$ cat src/rtl/cdc_pkg.sv
// rtl/cdc_pkg.sv - shared constants and state encoding for the CDC handshake blocks
package cdc_pkg;

   typedef enum logic {
      IDLE     = 1'b0,
      WAIT_ACK = 1'b1
   } hs_state_e;

   localparam int CDC_MIN_STAGES      = 2;
   localparam int CDC_DEFAULT_TIMEOUT = 1024;

endpackage

$ cat src/rtl/cdc_synchronizer.sv
// rtl/cdc_synchronizer.sv - single-bit multi-flop synchronizer with configurable reset value
module cdc_synchronizer
   import cdc_pkg::*;
#(
   parameter int   NUM_STAGES = 2,
   parameter logic INIT_VALUE = 1'b0
) (
   input  logic clk,
   input  logic rst_n,
   input  logic d,
   output logic q
);

   // Depth below the metastability minimum is silently raised to it.
   localparam int STAGES = (NUM_STAGES < CDC_MIN_STAGES) ? CDC_MIN_STAGES : NUM_STAGES;

   logic [STAGES-1:0] chain;

   always_ff @(posedge clk or negedge rst_n) begin
      if (!rst_n) begin
         chain <= {STAGES{INIT_VALUE}};
      end else begin
         chain <= {chain[STAGES-2:0], d};
      end
   end

   assign q = chain[STAGES-1];

endmodule

$ cat src/rtl/cdc_handshake_src.sv
// rtl/cdc_handshake_src.sv - source half of a two-phase req/ack multi-bit crossing
// Optional ack-wait watchdog enabled by defining CDC_HS_TIMEOUT_EN.
module cdc_handshake_src
   import cdc_pkg::*;
#(
   parameter int DATA_WIDTH     = 8,
   parameter int NUM_STAGES     = 2,
   parameter int TIMEOUT_CYCLES = CDC_DEFAULT_TIMEOUT
) (
   input  logic                  clk_src,
   input  logic                  rst_src_n,
   input  logic                  in_valid,
   input  logic [DATA_WIDTH-1:0] in_data,
   output logic                  in_ready,
   output logic [DATA_WIDTH-1:0] bus_data,
   output logic                  bus_req,
   input  logic                  ack_toggle,
   output logic                  done,
   output logic                  timeout_err
);

   hs_state_e state;
   hs_state_e state_next;
   logic      ack_s;
   logic      ack_match;
   logic      accept;
   logic      finish;

   cdc_synchronizer #(
      .NUM_STAGES (NUM_STAGES),
      .INIT_VALUE (1'b0)
   ) u_ack_sync (
      .clk   (clk_src),
      .rst_n (rst_src_n),
      .d     (ack_toggle),
      .q     (ack_s)
   );

   // Gating on ack_match keeps a spurious or stale ack toggle from letting a word in.
   assign ack_match = (ack_s == bus_req);
   assign in_ready  = (state == IDLE) && ack_match;

   always_comb begin
      state_next = state;
      accept     = 1'b0;
      finish     = 1'b0;
      case (state)
         IDLE: begin
            if (in_valid && in_ready) begin
               accept     = 1'b1;
               state_next = WAIT_ACK;
            end
         end
         WAIT_ACK: begin
            if (ack_match) begin
               finish     = 1'b1;
               state_next = IDLE;
            end
         end
         default: state_next = IDLE;
      endcase
   end

   always_ff @(posedge clk_src or negedge rst_src_n) begin
      if (!rst_src_n) begin
         state    <= IDLE;
         bus_req  <= 1'b0;
         bus_data <= '0;
         done     <= 1'b0;
      end else begin
         state <= state_next;
         done  <= finish;
         if (accept) begin
            bus_data <= in_data;
            bus_req  <= ~bus_req;
         end
      end
   end

`ifdef CDC_HS_TIMEOUT_EN
   localparam int CNT_W = $clog2(TIMEOUT_CYCLES + 1);

   logic [CNT_W-1:0] wait_cnt;

   // Watchdog only flags; the transfer keeps waiting for its ack.
   always_ff @(posedge clk_src or negedge rst_src_n) begin
      if (!rst_src_n) begin
         wait_cnt    <= '0;
         timeout_err <= 1'b0;
      end else if (accept) begin
         wait_cnt <= '0;
      end else if ((state == WAIT_ACK) && (wait_cnt != CNT_W'(TIMEOUT_CYCLES))) begin
         wait_cnt <= wait_cnt + 1'b1;
         if (wait_cnt == CNT_W'(TIMEOUT_CYCLES - 1)) begin
            timeout_err <= 1'b1;
         end
      end
   end
`else
   assign timeout_err = 1'b0;
`endif

endmodule

$ cat config.mk
export PLATFORM = sky130hd
export DESIGN_NAME = cdc_handshake_src
export DESIGN_NICKNAME = d
export VERILOG_FILES = /design/src/rtl/cdc_pkg.sv /design/src/rtl/cdc_synchronizer.sv /design/src/rtl/cdc_handshake_src.sv
export SDC_FILE = /design/constraint.sdc
export NUM_CORES = 1
export LEC_CHECK = 0
export CORE_MARGIN = 4
export CORE_UTILIZATION = 34
export DETAILED_ROUTE_END_ITERATION = 12
export HOLD_SLACK_MARGIN = 0.06
export PLACE_DENSITY_LB_ADDON = 0.3
export SYNTH_ARGS = -nofsm -noshare
export SYNTH_HDL_FRONTEND = slang
export SYNTH_HIERARCHICAL = 1
export SYNTH_SLANG_ARGS = --single-unit
$ cat constraint.sdc
create_clock -name clk_src -period 1.5 [get_ports clk_src]
set_clock_uncertainty 0.15 [all_clocks]
set_input_delay 0.15 -clock clk_src [delete_from_list [all_inputs] [get_ports clk_src]]
set_output_delay 0.15 -clock clk_src [all_outputs]
set_load 0.005 [all_outputs]
## Word-level counts from Yosys, hierarchy flattened

Cells that the tools add are included.

| operators by class | value |
|---|---|
| reductions and logical operators | 2 |
| order comparisons | 0 |
| bitwise logic cells | 2 |
| equal/unequal tests | 1 |
| divide/modulo/power cells | 0 |
| $mul | 0 |
| add/subtract/negate cells | 0 |
| muxes and demuxes | 6 |
| shift operators | 0 |

Operator list:

| kind | count |
|---|---|
| 2-to-1 mux 1 bit | 5 |
| logical AND 1 bit | 2 |
| NOT 1 bit | 2 |
| case mux 1 bit (2 select lines) | 1 |
| == test 1 bit | 1 |

| storage, ports and cells | value |
|---|---|
| register bits | 13 |
| word-level logic and storage cells | 16 |
| memories kept | 0 |
| latch bits | 0 |
| ROM bits | 0 |
| bits in writable memories | 0 |

## Depth between registers and ports, before layout

Gate-level depths: netlist of run 1.

| depth | value |
|---|---|
| depth after elaboration | 5 |
| mapped depth | 3 |
| gate-level depth less buffers | 3 |

## Cells and area by module

Netlist of run 1, hierarchy kept.

By module, submodules not included:

| module | instances | cells each | area an instance (sq um) | sequential area each (sq um) |
|---|---|---|---|---|
| cdc_handshake_src | 1 | 30 | 469.2 | 275.3 |
| cdc_synchronizer | 1 | 2 | 50.0 | 50.0 |

## Worst setup path before layout of run 1

Ideal clock, no wire load.

| path | value |
|---|---|
| path type | register -> register |
| start | register u_ack_sync.chain[1] |
| end | register bus_data[0] |
| buffers on the path | 0 |
| required time | 1.225 ns |
| arrival | 1.195 ns |
| cell stages (with the launch flop) | 4 |
| setup slack | 0.030 ns |
| cell sequence | dfrtp_1 > xor2_2 > nor2_4 > mux2_4 |

| on the way | value |
|---|---|
| cells in the longest elaborated chain, start to end | 5 |

Ends and longest elaborated chain:

| item | line | text |
|---|---|---|
| from (decl) | cdc_synchronizer.sv:17 | `logic [STAGES-1:0] chain;` |
| from (signal assigned) | cdc_synchronizer.sv:21 | `chain <= {STAGES{INIT_VALUE}};` |
| from (signal assigned) | cdc_synchronizer.sv:23 | `chain <= {chain[STAGES-2:0], d};` |
| == test 1 bit | cdc_handshake_src.sv:40 | `assign ack_match = (ack_s == bus_req);` |
| logical AND 1 bit | cdc_handshake_src.sv:41 | `assign in_ready = (state == IDLE) && ack_match;` |
| logical AND 1 bit | cdc_handshake_src.sv:49 | `if (in_valid && in_ready) begin` |
| 2-to-1 mux 1 bit | cdc_handshake_src.sv:49 |  |
| 2-to-1 mux 1 bit | cdc_handshake_src.sv:47 | `case (state)` |
| to (signal assigned) | cdc_handshake_src.sv:74 | `bus_data <= in_data;` |
| to (decl) | cdc_handshake_src.sv:15 | `output logic [DATA_WIDTH-1:0] bus_data,` |

No other way between the ends.
A chain may end at the register's enable or synchronous reset.

## Worst setup path after layout of run 1

| path | value |
|---|---|
| start | register u_ack_sync.chain[1] |
| end | register bus_data[3] |

Same word-level chain as after synthesis.

==> results of run 1 <==
==> sequential cells by signal, summed over array words and instances (netlist names) <==
signal / cells
bus_data: 8
bus_req: 1
done: 1
state: 1
u_ack_sync/chain: 2
==> power by group <==
group          leakage (µW)  switching, µW  internal [µW]
Sequential         0.000156           90.7            497
Clock             0.0000150            101            103
Combinational      0.000226            219            576
==> cells in the final DEF (no fill, tap or decap), types with 2 or more instances in the layout <==
master           count
buf_4                4
nor2_1               2
mux2_4               8
clkdlybuf4s50_1     20
dfrtp_1             13
clkbuf_4             3
==> synthesized netlist by cell type <==
cell type  count  area, µm²
conb_1         1       3.75
buf_4          1       7.51
xor2_2         1       16.3
dfrtp_1       13        325
nor2_4         1       11.3
nor2_1         2       7.51
a21o_2         1       8.76
nand2b_1       1       6.26
nand2_1        1       3.75
mux2_4         8        120
o21ai_0        1       5.00
inv_1          1       3.75
==> final timing paths <==
| check | startpoint | endpoint | slack (ns) |
|---|---|---|---|
| worst max-delay path | u_ack_sync/chain[1] | bus_data[3] | -0.1 |
| worst min-delay path | rst_src_n | done | 0.10 |
| worst max register to register | u_ack_sync/chain[1] | bus_data[3] | -0.1 |
| worst min register to register | u_ack_sync/chain[0] | u_ack_sync/chain[1] | 0.22 |
| max in group asynchronous | rst_src_n | u_ack_sync/chain[0] | 0.73 |
| min in group clk_src | ack_toggle | u_ack_sync/chain[0] | 0.18 |
==> worst max-delay path: stages (launching register included) <==
cell       delay (ns)
dfrtp_1          0.41
xor2_2           0.19
buf_4            0.15
nor2_4           0.14
clkbuf_16        0.17
mux2_4           0.29
==> layer usage <==
metal / track usage, % / wire length, µm / vias to the layer above / part of all wire (%)
met1: 13.7 / 417 / 185 / 39
met4: 6.63 / 0 / 0 / 0
met5: 0 / 0 / - / 0
met2: 18.4 / 504 / 22 / 48
li1: - / - / 164 / -
met3: 4.60 / 134 / 0 / 13
==> layout make-up <==
class / instances / share of cell area, %
inverter: 1 / 0.442
multi-input combinational: 17 / 21.5
timing repair buffer: 28 / 34.5
sequential: 13 / 38.3
tap: 15 / 2.21
clock buffer: 4 / 3.09
==> logic make-up (layout without fill, tap and decap cells) <==
group,count (synthesis),in the layout,synth area share [%]
AO/OA/AOI/OAI,2,2,2.65
multiplexers,8,8,23.1
other,1,1,0.722
AND/OR/NAND/NOR,5,5,5.54
buffers and inverters,2,33,2.17
XOR/XNOR,1,1,3.13
flip-flops,13,13,62.7
==> timing repair <==
action	4_1_cts	5_1_grt
buffers inserted	1	1
gates cloned	0	1
gates resized for setup	2	2
setup endpoints to repair	5	10
pin swaps	1	2
hold buffers	0	0
==> stage by stage <==
| step | setup slack [ns] | total power (µW) |
|---|---|---|
| floorplan | 0.0302 | 899 |
| global placement | -0.0518 | 1330 |
| detailed placement | -0.0806 | 1340 |
| CTS | -0.102 | 1570 |
| global route | -0.149 | 1700 |
| finish | -0.0971 | 1590 |
==> results.ini, run 1 <==
[power]
pwr_density_cell_mw_per_mm2 = 1870
p_leak_uw = 0.000397
power.ir.vdd_worst_mv = 0.771

[synth]
synthCells = 32
post_synth_num_cell_types = 12
avgSynthCellArea_um2 = 16.2
post_synth_instance_area_um2 = 519
yosys_warnings = 6
ys_seq_elements = 13
synth-seq-area-share_pct = 62.7
net_count_of_the_mapped_netlist = 44

[timing]
fmaxAchievable_mhz = 626
min_period_over_period_pct = 106
timing.hold.ws_ns = 0.100
postLayoutSetupSlackWorst_ns = -0.0971
setup_viol = 8
fin_crit_ns = 1.60
final.setup.tns_ns = -0.661
timing.max_slew.rel_slack_pct = 61.7
timing_worst_slew_pin_value_ns = 0.572
timing_max_transition_violations_final = 0
final_hold_violations = 0
unrepaired_setup_endpoints_after_global_routing = yes

[outcome]
failed_checks = setup timing
outcome = finished with violations

[clocking]
cts_num_sinks = 13
number_of_buffers_inserted_during_clock_tree_synthesis = 3
cts.root.buffer_cell = clkbuf_4
worst_skew_pair.late_latency_ns = 0.26
clk_transition_reported_paths_ns = 0.07
cts_max_path_buffers = 2
htree_num_levels = 1
cts_tree = done

[routing]
first_iter_violations = 3
detailed_route_wire_length_per_cell_um = 13.5
ant_nets = 0
detailroute.via_count = 371
number_of_remaining_drc_errors = 0
drt-vias-per-instance = 4.76
firstDrtPassIters = 4
total_wirelength_um = 1060

[place]
place_inst = 71
place.port_buffers = 22
gpl.final_weighted_congestion = 0.748
detailed_place.area_um2 = 786

[setup_path]
worstPathRequired_ns = 1.50
critical_path_arrival_ns = 1.60
setup.worst_path.end_class = flop
reg2regPathDepth = 5
timing.setup.critical_path_class = reg -> reg
startpoint_type = flop
critPathMaxFanout = 4

[grt]
grt_pass1_vias = 382
antenna_found_initial = 0
grt_overflow_total = 0
largest_net_degree_at_the_start_of_global_routing = 14
first_pass_grt_wire_length_um = 1700
grt.total_usage_pct = 11.8

[cells_and_area]
multi_input_comb_area_um2 = 183
fill_cells = 126
nNetsFinal = 76
register_area_um2 = 325
antenna-diode-count = 0
finish.cell_count_without_fillers = 78
fraction_of_final_layout_cells_with_drive_strength_greater_than_1_pct = 33.3
final_area_um2 = 850
final_core_util_pct = 62.2
flow.area_growth_from_synthesis_pct = 63.6

[floorplan]
die_area_mm2 = 0.00222
start_util_pct = 38.0
rows = 13
dieHeight_um = 47.1
io-pin-count = 24
die_width_um = 47.1
core_area_mm2 = 0.00137

[hold_path]
hold_class = in -> async

[flow_run]
max_cap_violation_count = 0

No activity file was read; power rests on OpenSTA's default activity.
==> run 2: changes to the inputs <==
CORE_UTILIZATION = 37   (was 34)
CTS_BUF_LIST = sky130_fd_sc_hd__clkbuf_4 sky130_fd_sc_hd__clkbuf_8   (was default)
==> results.ini, run 2 (same netlist as run 1, synthesis figures left out) <==
[cells_and_area]
nNetsFinal = 73  ; -3.9%
most_frequent_cells_in_the_layout = 20 x clkdlybuf4s50_1, 13 x dfrtp_1, 8 x mux2_4, 4 x clkbuf_4, 2 x nor2_1
final_area_um2 = 813  ; -4.3%
register_area_um2 = 325  ; unchanged
multi_input_comb_area_um2 = 183  ; unchanged
fraction_of_final_layout_cells_with_drive_strength_greater_than_1_pct = 31.7  ; -1.7 points
largest_reg_flops = 8  ; unchanged
flow.area_growth_from_synthesis_pct = 56.6
antenna-diode-count = 0  ; unchanged
regMostFlops = bus_data
leading_cell_type_in_the_layout_fill_and_taps_excluded = clkdlybuf4s50_1
largestRegisters = bus_data: 8 flops, u_ack_sync/chain: 2 flops
fill_cells = 107  ; -15%

[timing]
setup_viol = 0  ; -8
timing.hold.ws_ns = 0.0796  ; -0.0207 ns
min_period_over_period_pct = 99.2  ; -7.3 points
final_hold_violations = 0  ; unchanged
unrepaired_setup_endpoints_after_global_routing = yes
fin_crit_ns = 1.49  ; -0.109 ns
final.setup.tns_ns = 0  ; +0.661 ns
timing.max_slew.rel_slack_pct = 63.3  ; +1.5 points
timing_max_transition_violations_final = 0  ; unchanged
timing_worst_slew_pin_value_ns = 0.549  ; -0.0230 ns
fmaxAchievable_mhz = 672  ; +7.3%

[routing]
detailed_route_wire_length_per_cell_um = 12.1  ; -10%
first_iter_violations = 1  ; -2
detailroute.via_count = 331  ; -11%
total_wirelength_um = 911  ; -14%
ant_nets = 0  ; unchanged
firstDrtPassIters = 2  ; -2
number_of_remaining_drc_errors = 0  ; unchanged
drt-vias-per-instance = 4.41  ; -7.2%

[clocking]
cts_tree = done
clk_transition_reported_paths_ns = 0.08  ; about the same
htree_num_levels = 1  ; unchanged
cts.root.buffer_cell = clkbuf_4
cts_max_path_buffers = 2  ; unchanged
post_cts_hold_buffer_count = 0  ; unchanged
worst_skew_pair.late_latency_ns = 0.27  ; about the same
number_of_buffers_inserted_during_clock_tree_synthesis = 3  ; unchanged
cts_num_sinks = 13  ; unchanged
postCtsSetupBuffers = 0  ; -1

[setup_path]
ff2ff_setup_slack_ns = 0.01  ; +0.11 ns
worst_r2r_startpoint = bus_req
reg2regPathDepth = 4  ; -1
timing.setup.critical_path_class = reg -> reg
worstPathRequired_ns = 1.51  ; about the same
regToRegEndpoint = bus_data[2]
setup.worst_path.end_class = flop
critPathMaxFanout = 9  ; +5
critical_path_arrival_ns = 1.50  ; -0.10 ns
startpoint_type = flop

[hold_path]
hold_class = in -> async

[grt]
use_met2_pct = 13.4  ; -5.1 points
grt_pass1_vias = 350  ; -8.4%
grt.total_usage_pct = 11.1  ; -0.73 points
largest_net_degree_at_the_start_of_global_routing = 14  ; unchanged
first_pass_grt_wire_length_um = 1490  ; -13%
gr-usage-met3_pct = 7.51  ; +2.9 points
grtUsageMet1_pct = 13.9  ; +0.15 points
grt_overflow_total = 0  ; unchanged
antenna_found_initial = 0  ; unchanged
top_usage_layer = met1

[floorplan]
rows = 13  ; unchanged
die_width_um = 45.5  ; -3.4%
dieHeight_um = 45.5  ; -3.4%
die_area_mm2 = 0.00207  ; -6.8%
start_util_pct = 39.4  ; +1.4 points
core_area_mm2 = 0.00132  ; -3.6%
io-pin-count = 24  ; unchanged

[power]
cellInternalPower_uw = 1140  ; -3.3%
seqPwrFrac_pct = 38.4  ; +1.3 points
pwr-share-clk_pct = 14.9  ; +2.1 points
pwr_density_cell_mw_per_mm2 = 1890  ; +1.4%
p_leak_uw = 0.000372  ; -6.4%
switching_share_pct = 26.1  ; +0.24 points
power.net_switching_uw = 402  ; -2.1%
power.ir.vdd_worst_mv = 0.920  ; +19%
power_frac_comb_pct = 46.7  ; -3.4 points

[place]
gpl.final_weighted_congestion = 0.590  ; -21%
detailed_place.area_um2 = 786  ; unchanged
dp_hpwl_um = 700
place.port_buffers = 22  ; unchanged

[outcome]
outcome = finished, final reports clean

[flow_run]
max_cap_violation_count = 0  ; unchanged

[run 2: cell types whose count changed in the layout (fill, tap and decap cells not counted)]
cell	before	now
buf_4	4	1
buf_6	0	1
clkbuf_1	1	0
clkbuf_16	1	0
clkbuf_4	3	4
dlygate4sd2_1	0	1
dlymetal6s2s_1	1	0
[run 2: worst max-delay path: stages (launching register included)]
cell	delay [ns]
dfrtp_1	0.43
xor2_2	0.21
nor2_4	0.13
buf_12	0.14
mux2_4	0.30
[run 2: cell type report]
type                    count  area share, %
clock buffers               4           3.69
inverters                   1          0.462
multi-input cells          17           22.5
flip-flops and latches     13           40.0
well taps                  15           2.31
repair buffers             25           31.1
[run 2: metal layers]
metal  part of all wire, %  up-vias  routed length [µm]
met4                     0        0                   0
met5                     0        -                   0
met1                    44      157                 402
met3                   7.7        0                  70
li1                      -      158                   -
met2                    48       16                 438
[run 2: through the flow]
step | util, % | total power, µW | worst slack (ns) | cells
after floorplan | - | 899 | 0.0302 | 32
after global placement | 59.6 | 1320 | -0.0470 | 71
after detailed placement | 59.6 | 1330 | -0.0650 | 71
after CTS | 62.0 | 1570 | -0.0877 | 75
after global routing | 61.7 | 1640 | -0.0170 | 75
final | 61.7 | 1540 | 0.0122 | 75
[run 2: how the worst max path moves through the flow]
stage          slack, ns  cells past startpoint           startpoint           to
6_report            0.01                      4              bus_req  bus_data[2]
5_1_grt            -0.02                      3              bus_req     in_ready
4_1_cts            -0.09                      3  u_ack_sync/chain[1]     in_ready
3_5_place_dp       -0.07                      5             in_valid  bus_data[2]
3_3_place_gp       -0.05                      5             in_valid  bus_data[5]
2_1_floorplan       0.03                      3  u_ack_sync/chain[1]  bus_data[0]
[run 2: power by group through the flow]
stage                     Sequential [µW]  Combinational (µW)  Clock, µW
after floorplan                       596                 304          0
after global placement                595                 729          0
after detailed placement              589                 745          0
after CTS                             592                 734        243
after global routing                  608                 773        261
final                                 590                 719        230
[run 2: repair_timing]
action | in CTS | in global routing
cloned | 0 | 0
pin swaps | 0 | 2
endpoints found under the setup margin | 2 | 1
resized for setup | 3 | 2
==> run 3: changes to the inputs <==
CORE_MARGIN = 2   (was 4)
==> results.ini, run 3 (same netlist as run 1, synthesis figures left out) <==
[grt]
grt.total_usage_pct = 11.6  ; +0.51 points
largest_net_degree_at_the_start_of_global_routing = 14  ; unchanged
top_usage_layer = met2
first_pass_grt_wire_length_um = 1430  ; -4.2%
antenna_found_initial = 0  ; unchanged
grt_pass1_vias = 348  ; -0.57%
gr-usage-met3_pct = 3.91  ; -3.6 points
use_met2_pct = 15.9  ; +2.6 points
grtUsageMet1_pct = 15.3  ; +1.4 points
grt_overflow_total = 0  ; unchanged

[routing]
number_of_remaining_drc_errors = 0  ; unchanged
detailroute.via_count = 335  ; +1.2%
total_wirelength_um = 921  ; +1.1%
first_iter_violations = 3  ; +2
drt-vias-per-instance = 4.29  ; -2.7%
firstDrtPassIters = 2  ; unchanged
ant_nets = 0  ; unchanged
detailed_route_wire_length_per_cell_um = 11.8  ; -2.8%

[flow_run]
max_cap_violation_count = 0  ; unchanged

[floorplan]
core_area_mm2 = 0.00130  ; -1.2%
die_width_um = 41.5  ; -8.8%
dieHeight_um = 41.5  ; -8.8%
die_area_mm2 = 0.00172  ; -17%
rows = 13  ; unchanged
start_util_pct = 39.9  ; +0.49 points
io-pin-count = 24  ; unchanged

[cells_and_area]
largestRegisters = bus_data: 8 flops, u_ack_sync/chain: 2 flops
antenna-diode-count = 0  ; unchanged
final_core_util_pct = 66.1  ; +4.3 points
finish.cell_count_without_fillers = 78  ; +4.0%
regMostFlops = bus_data
most_frequent_cells_in_the_layout = 20 x clkdlybuf4s50_1, 13 x dfrtp_1, 8 x mux2_4, 4 x clkbuf_4, 3 x buf_4
nNetsFinal = 76  ; +4.1%
largest_reg_flops = 8  ; unchanged
flow.area_growth_from_synthesis_pct = 65.5
leading_cell_type_in_the_layout_fill_and_taps_excluded = clkdlybuf4s50_1
fraction_of_final_layout_cells_with_drive_strength_greater_than_1_pct = 34.9  ; +3.3 points

[outcome]
failed_checks = setup timing
outcome = finished with violations

[timing]
setup_viol = 8  ; +8
fin_crit_ns = 1.61  ; +0.126 ns
min_period_over_period_pct = 108  ; +8.4 points
timing_max_transition_violations_final = 0  ; unchanged
unrepaired_setup_endpoints_after_global_routing = yes
postLayoutSetupSlackWorst_ns = -0.114  ; -0.126 ns
fmaxAchievable_mhz = 619  ; -7.8%
final_hold_violations = 0  ; unchanged

[power]
pwr_density_cell_mw_per_mm2 = 1850  ; -2.4%
p_leak_uw = 0.000391  ; +5.4%
power.ir.vdd_worst_mv = 1.01  ; +10%

[setup_path]
startpoint_type = flop
ff2ff_setup_slack_ns = -0.11  ; -0.13 ns
regToRegEndpoint = bus_data[4]
worstPathRequired_ns = 1.50  ; about the same
worst_r2r_startpoint = u_ack_sync/chain[1]
reg2regPathDepth = 5  ; +1
setup.worst_path.end_class = flop
critical_path_arrival_ns = 1.61  ; +0.11 ns
critPathMaxFanout = 4  ; -5
timing.setup.critical_path_class = reg -> reg

[clocking]
clk_transition_reported_paths_ns = 0.07  ; about the same
htree_num_levels = 1  ; unchanged
cts_num_sinks = 13  ; unchanged
cts_max_path_buffers = 2  ; unchanged
cts.root.buffer_cell = clkbuf_4
cts_tree = done
number_of_buffers_inserted_during_clock_tree_synthesis = 3  ; unchanged
worst_skew_pair.late_latency_ns = 0.26  ; about the same

[place]
place_inst = 70  ; -1.4%
gpl.final_weighted_congestion = 0.715  ; +21%
place.port_buffers = 22  ; unchanged
dp_hpwl_um = 635  ; -9.2%

[hold_path]
hold_class = in -> reg
worstHoldEndpoint = u_ack_sync/chain[0]
hold_path_startpoint = ack_toggle
hold_depth = 1

## run 3: worst max-delay path by stage
stage,startpoint,end,slack [ns],depth (start not counted)
global placement,in_valid,bus_data[4],-0.04,5
global route,state,bus_data[6],-0.16,4
finish,u_ack_sync/chain[1],bus_data[4],-0.11,5
floorplan,u_ack_sync/chain[1],bus_data[0],0.03,3
CTS,bus_req,bus_data[4],-0.1,5
detailed placement,in_valid,bus_data[6],-0.05,5
## run 3: repair_timing
| action | in CTS | in global routing |
|---|---|---|
| gates resized for setup | 5 | 2 |
| buffers inserted | 1 | 1 |
| hold endpoints to repair | 13 | 0 |
| pin swaps | 2 | 3 |
| cloned | 0 | 1 |
| endpoints found under the setup margin | 2 | 9 |
| hold buffers | 1 | 0 |
## run 3: final cells by class
cell class              instances  area [µm²]
flip-flops and latches         13         325
repair buffers                 28         292
well taps                      15        18.8
multi-input cells              17         190
clock buffers                   4        30.0
inverters                       1        3.75
fillers                       108         442
## run 3: worst max-delay path, cell delays in order (launching register included)
cell	delay (ns)
dfrtp_1	0.40
xor2_2	0.19
buf_4	0.16
nor2_4	0.14
clkbuf_16	0.17
mux2_4	0.28
## run 3: through the flow
step	total power [µW]	area (µm²)	hold slack (ns)	setup TNS [ns]	worst slack, ns
floorplan	899	519	-0.296	0	0.0302
global route	1690	860	0.164	-1.23	-0.160
detailed placement	1300	778	0.187	-0.411	-0.0517
finish	1590	860	0.174	-0.741	-0.114
global placement	1290	778	0.182	-0.350	-0.0444
CTS	1530	820	0.162	-0.775	-0.0997
## run 3: where the power goes
| group | internal (µW) | switching (µW) | leakage, µW |
|---|---|---|---|
| clock network | 121 | 98.4 | 0.0000184 |
| logic | 556 | 214 | 0.000217 |
| registers | 497 | 101 | 0.000156 |
## run 3: layer usage
layer | routed length (µm) | vias to the layer above | share of wire, %
li1 | - | 164 | -
met1 | 412 | 154 | 45
met2 | 449 | 17 | 49
met3 | 59 | 0 | 6.4
met4 | 0 | 0 | 0
met5 | 0 | - | 0
